[src/rtl/gnr_attractor_ctrl.sv]
// Attractor-detection controller for a boolean-network node array (tortoise/hare stepping).
// Latency: accept -> LOAD (1) -> RUN (steps+1 cycles) -> REPORT; res_valid 2 cycles after the final pulse.
// Backpressure: init_ready only in IDLE with enable; REPORT holds res_* until res_ready.
module gnr_attractor_ctrl #(
  parameter int N_NODES   = 8,
  parameter int CNT_W     = 16,
  parameter int MAX_STEPS = 1000
) (
  input  logic               clk,
  input  logic               rst,
  input  logic               enable,
  input  logic               init_valid,
  output logic               init_ready,
  input  logic [N_NODES-1:0] init_data,
  output logic               node_reset,
  output logic [N_NODES-1:0] node_init,
  output logic               node_start_s0,
  output logic               node_start_s1,
  input  logic [N_NODES-1:0] s0_vec,
  input  logic [N_NODES-1:0] s1_vec,
  output logic               res_valid,
  input  logic               res_ready,
  output logic [N_NODES-1:0] res_state,
  output logic [CNT_W-1:0]   res_steps,
  output logic               res_timeout,
  output logic               busy,
  output logic [CNT_W-1:0]   res_count
);

  typedef enum logic [1:0] {IDLE, LOAD, RUN, REPORT} state_t;

  state_t             state, state_next;
  logic [N_NODES-1:0] init_reg;
  logic [CNT_W-1:0]   step_cnt;
  logic               is_match;
  logic               is_timeout;

  // The first pulse moves both copies, so equality only means something from two pulses on.
  assign is_match   = (step_cnt >= CNT_W'(2)) && (s0_vec == s1_vec);
  assign is_timeout = (step_cnt == CNT_W'(MAX_STEPS));

  // Next-state and pulse outputs; match wins over timeout on the same cycle.
  always_comb begin
    state_next    = state;
    init_ready    = 1'b0;
    node_reset    = 1'b0;
    node_init     = '0;
    node_start_s0 = 1'b0;
    node_start_s1 = 1'b0;
    res_valid     = 1'b0;
    busy          = 1'b0;
    case (state)
      IDLE: begin
        init_ready = enable;
        if (init_valid && enable) state_next = LOAD;
      end
      LOAD: begin
        busy       = 1'b1;
        node_reset = 1'b1;
        node_init  = init_reg;
        state_next = RUN;
      end
      RUN: begin
        busy = 1'b1;
        if (is_match || is_timeout) begin
          state_next = REPORT;
        end else begin
          node_start_s0 = 1'b1;
          node_start_s1 = 1'b1;
        end
      end
      REPORT: begin
        busy      = 1'b1;
        res_valid = 1'b1;
        if (res_ready) state_next = IDLE;
      end
      default: state_next = IDLE;
    endcase
  end

  // State register plus init capture, step counter, result capture and handshake counter.
  always_ff @(posedge clk) begin
    if (rst) begin
      state       <= IDLE;
      init_reg    <= '0;
      step_cnt    <= '0;
      res_state   <= '0;
      res_steps   <= '0;
      res_timeout <= 1'b0;
      res_count   <= '0;
    end else begin
      state <= state_next;
      if (state == IDLE && init_valid && enable) init_reg <= init_data;
      if (state == LOAD) step_cnt <= '0;
      if (state == RUN) begin
        if (is_match || is_timeout) begin
          res_state   <= s1_vec;
          res_steps   <= step_cnt;
          res_timeout <= !is_match;
        end else begin
          step_cnt <= step_cnt + 1'b1;
        end
      end
      if (state == REPORT && res_ready) res_count <= res_count + 1'b1;
    end
  end

endmodule

[config.mk]
export PLATFORM = sky130hd
export DESIGN_NAME = gnr_attractor_ctrl
export DESIGN_NICKNAME = d
export VERILOG_FILES = /design/src/rtl/gnr_attractor_ctrl.sv
export SDC_FILE = /design/constraint.sdc
export NUM_CORES = 1
export LEC_CHECK = 0
export CAP_MARGIN = 20
export CORE_AREA = 5 5 79 117
export CTS_CLUSTER_DIAMETER = 120
export DETAILED_ROUTE_END_ITERATION = 10
export DIE_AREA = 0 0 84 122
export PLACE_DENSITY = 0.84
export SKIP_CTS_REPAIR_TIMING = 1
export SYNTH_ARGS = -nofsm -noshare
export SYNTH_HDL_FRONTEND = slang
export SYNTH_SLANG_ARGS = --single-unit
[constraint.sdc]
create_clock -name clk -period 2 [get_ports clk]
set_input_delay 0.3 -clock clk [delete_from_list [all_inputs] [get_ports clk]]
set_output_delay 0.3 -clock clk [all_outputs]
set_load 0.01 [all_outputs]
==> results.md <==
* Syn nets at 439
* Routed Antenna Nets at 0
* Maximum clock rate at 476 MHz
* Final hold vios at 0
* Cells after DPL at 608
* Critical Path Start Type: flip-flop
* Yosys cell types at 43
* Status: finished, violations left
* Die X at 84 um
* Clock power frac at 39.9%
* Total of max-cap violations at 0
* DP Worst Slack at -525 ps
* Flops & latches, synth at 67
* Final wirelength at 10.3 mm
* Num rows at 41
* Grt ovf at 0
* Netlist Area Pre-Place at 3530 um^2
* CTS tree: done
* Clk_lat worst skew at 330 ps
* Inserted Diodes at 0
* Sw power at 1.06 mW
* Critical Path RT at 2240 ps
* Vias per Instance at 5.41
* Post-Layout Cell Count at 637
* Pwr/cell area at 712 nW/um^2
* Share of cells above drive strength 1 at 19.1%
* Total track usage at 18.9%
* Routed wire length per instance at 16.1 um
* Vias in the first global route at 3446
* Largest registers: res_count x16, res_steps x16, step_cnt x16
* Post-synth EDFFs at 0
* Remaining DRCs at 0
* Initial antenna violation count at 0
* Share of Yosys cell area claimed by the top area cell type at 38.0%
* RSZ-0062 raised after global routing: true
* Crit Path Category: reg2reg
* Clk sinks at 67
* Ys flop type: dfxtp_1
* Sw Ratio at 27.7%
* Period utilization at 105%
* Final WS setup at -101 ps
* Synth area leader: dfxtp_1
* Die area at 10200 um^2
* Area Overhead vs Synth at 51.8%
* Critical Path AT at 2350 ps
* Minimum clock period at 2100 ps
* VDD IR max at 0.510 mV
* Global-route wire length before repair at 15.7 mm
* Combinational share of power at 22.9%
* Dpl hpwl at 6.91 mm
* CP cell instances: inv_4 > ha_4 > nor4_4 > nand4_1 > and3_4 > buf_6 > or4_4 > a31oi_1
* Synthesized area per cell at 8.80 um^2
* Register area at 1350 um^2
* Most common cell in the netlist: dfxtp_1
* 1st-iter DRT viols at 291
* First-pass DRT Iterations at 5
* Lkg Pwr at 2.30 nW
* CP max-delay cell: or4_4
* Rel. slew slack at 70.2%
* Critical Path Sink Type: flip-flop
* Multi-input gate area at 2120 um^2
* CTS clock-pin slew for the worst setup and hold paths at 50 ps
* Die H at 122 um
* Clock Tree Root: clkbuf_16
* Hold Crit Class: in2reg
* Sequential Power Share at 37.2%
* CP max stage delay at 490 ps
* Maximum number of pins on one net before global-route repair at 41
* Filler Cell Count at 631
* Sequential area share after synthesis at 38.0%
* Failing checks: setup timing
* Largest delay contributor family on the critical path: simple AND/OR/NAND/NOR gates
* Post-synth ARST share at 0%
* Top cells by area, synth: dfxtp_1 (38%), mux2i_1 (8.8%), nand2b_1 (7.8%)
* Internal at 2.76 mW
* Placeable Area at 8210 um^2
* Initial Util at 43.0%
* Layout Skew at 5.94 ps
* CTS Buf Count at 9
* Number of I/O pins at 84
* Buffers & Inverters on Critical Path at 2
* Slew Viols, Final at 0
* Final nets at 563
* Mapped Cells at 401
* Via count at 3446
* Max clock buf depth at 2
* Final hold slack at 298 ps
* GPL Wtd Cong at 0.973
* Commonest cells post-synth: dfxtp_1 (67), nand2b_1 (44), nor2_1 (32)
* Ys Warns at 0
* # H-tree levels at 3
* Count of final setup violators at 9
* Crit-path max FO at 5
* Port-buffer cells at 83
* Worst slew pin tran at 447 ps
-- metal layers --
layer | wire length (um) | vias to the layer above | track usage (%)
li1 | - | 1642 | -
met1 | 3860 | 1638 | 19.7
met2 | 5370 | 137 | 34.7
met3 | 715 | 29 | 6.02
met4 | 315 | 0 | 7.75
met5 | 0 | - | 0
-- through the flow --
step | area (um^2) | util [%] | total power, mW | TNS (ps)
final | 5360 | 65.3 | 3.81 | -429
after global routing | 5360 | 65.3 | 3.98 | -1270
after global placement | 4710 | 57.3 | 2.19 | -11450
after floorplan | 3530 | - | 1.85 | 0
after detailed placement | 4710 | 57.3 | 2.22 | -13980
after CTS | 5000 | 60.9 | 3.74 | -4870
-- final timing paths --
path                      start             to  slack, ps  depth (start not counted)
setup / recovery    step_cnt[0]    step_cnt[3]       -100                          8
hold / removal        s1_vec[3]   res_state[3]        300                          3
setup reg to reg    step_cnt[0]    step_cnt[3]       -100                          8
hold reg to reg   res_steps[15]  res_steps[15]        470                          2
-- cells by family (layout without fill, tap and decap cells) --
group	count (synthesis)	in the layout	share of synthesized area [%]
xor gates and xnor gates	22	22	5.46
and+or+nand+nor	173	173	27.9
AOI/OAI and AO/OA	53	53	10.4
buffers and inverters	43	172	5.25
muxes	34	34	9.75
adders and majority gates	9	9	3.19
DFF	67	67	38.0
-- layout make-up --
class / instances / area share (%)
multi-input cells: 291 / 39.7
repair buffers: 139 / 26.0
flip-flops and latches: 67 / 25.1
clock buffers: 15 / 5.37
well taps: 107 / 2.50
inverters: 17 / 1.28
clock inverters: 1 / 0.0934
-- worst register-to-register path: cells and delay by family (launching register included) --
| kind | cells | cell delay, ps |
|---|---|---|
| buf+inv | 2 | 180 |
| compound gates | 1 | 170 |
| fa+ha+maj | 1 | 170 |
| flops | 1 | 350 |
| simple gates | 4 | 1150 |
-- cell usage in the layout, fill, tap and decap left out, types with 3 or more instances in the layout --
cell,netlist,layout
a21oi_1,11,11
clkbuf_8,0,4
nor4_4,2,4
dfxtp_1,67,63
dfxtp_2,0,4
clkbuf_16,0,11
inv_1,16,14
dlymetal6s2s_1,0,25
o21ai_0,9,9
o211ai_1,15,15
nand3_1,13,12
mux2i_1,31,30
and3_1,6,5
nor3b_1,3,3
xor2_1,16,15
o41ai_1,7,7
buf_6,2,7
nand4_1,14,14
nand2b_1,44,44
or3_1,3,3
and2_1,12,12
nor2b_1,8,8
xnor2_1,6,6
nor3_1,7,7
buf_4,1,47
a211o_1,3,3
ha_1,9,6
clkdlybuf4s50_1,0,55
nand2_1,16,15
mux2_4,0,3
nor2_1,32,32
-- power by group through the flow --
stage / Clock (mW) / Sequential, mW / Combinational (mW)
after floorplan: 0 / 1.43 / 0.413
after global placement: 0 / 1.43 / 0.759
after detailed placement: 0 / 1.44 / 0.783
after CTS: 1.54 / 1.41 / 0.789
after global routing: 1.62 / 1.42 / 0.941
final: 1.52 / 1.42 / 0.872
(Power assumes the default switching activity.)
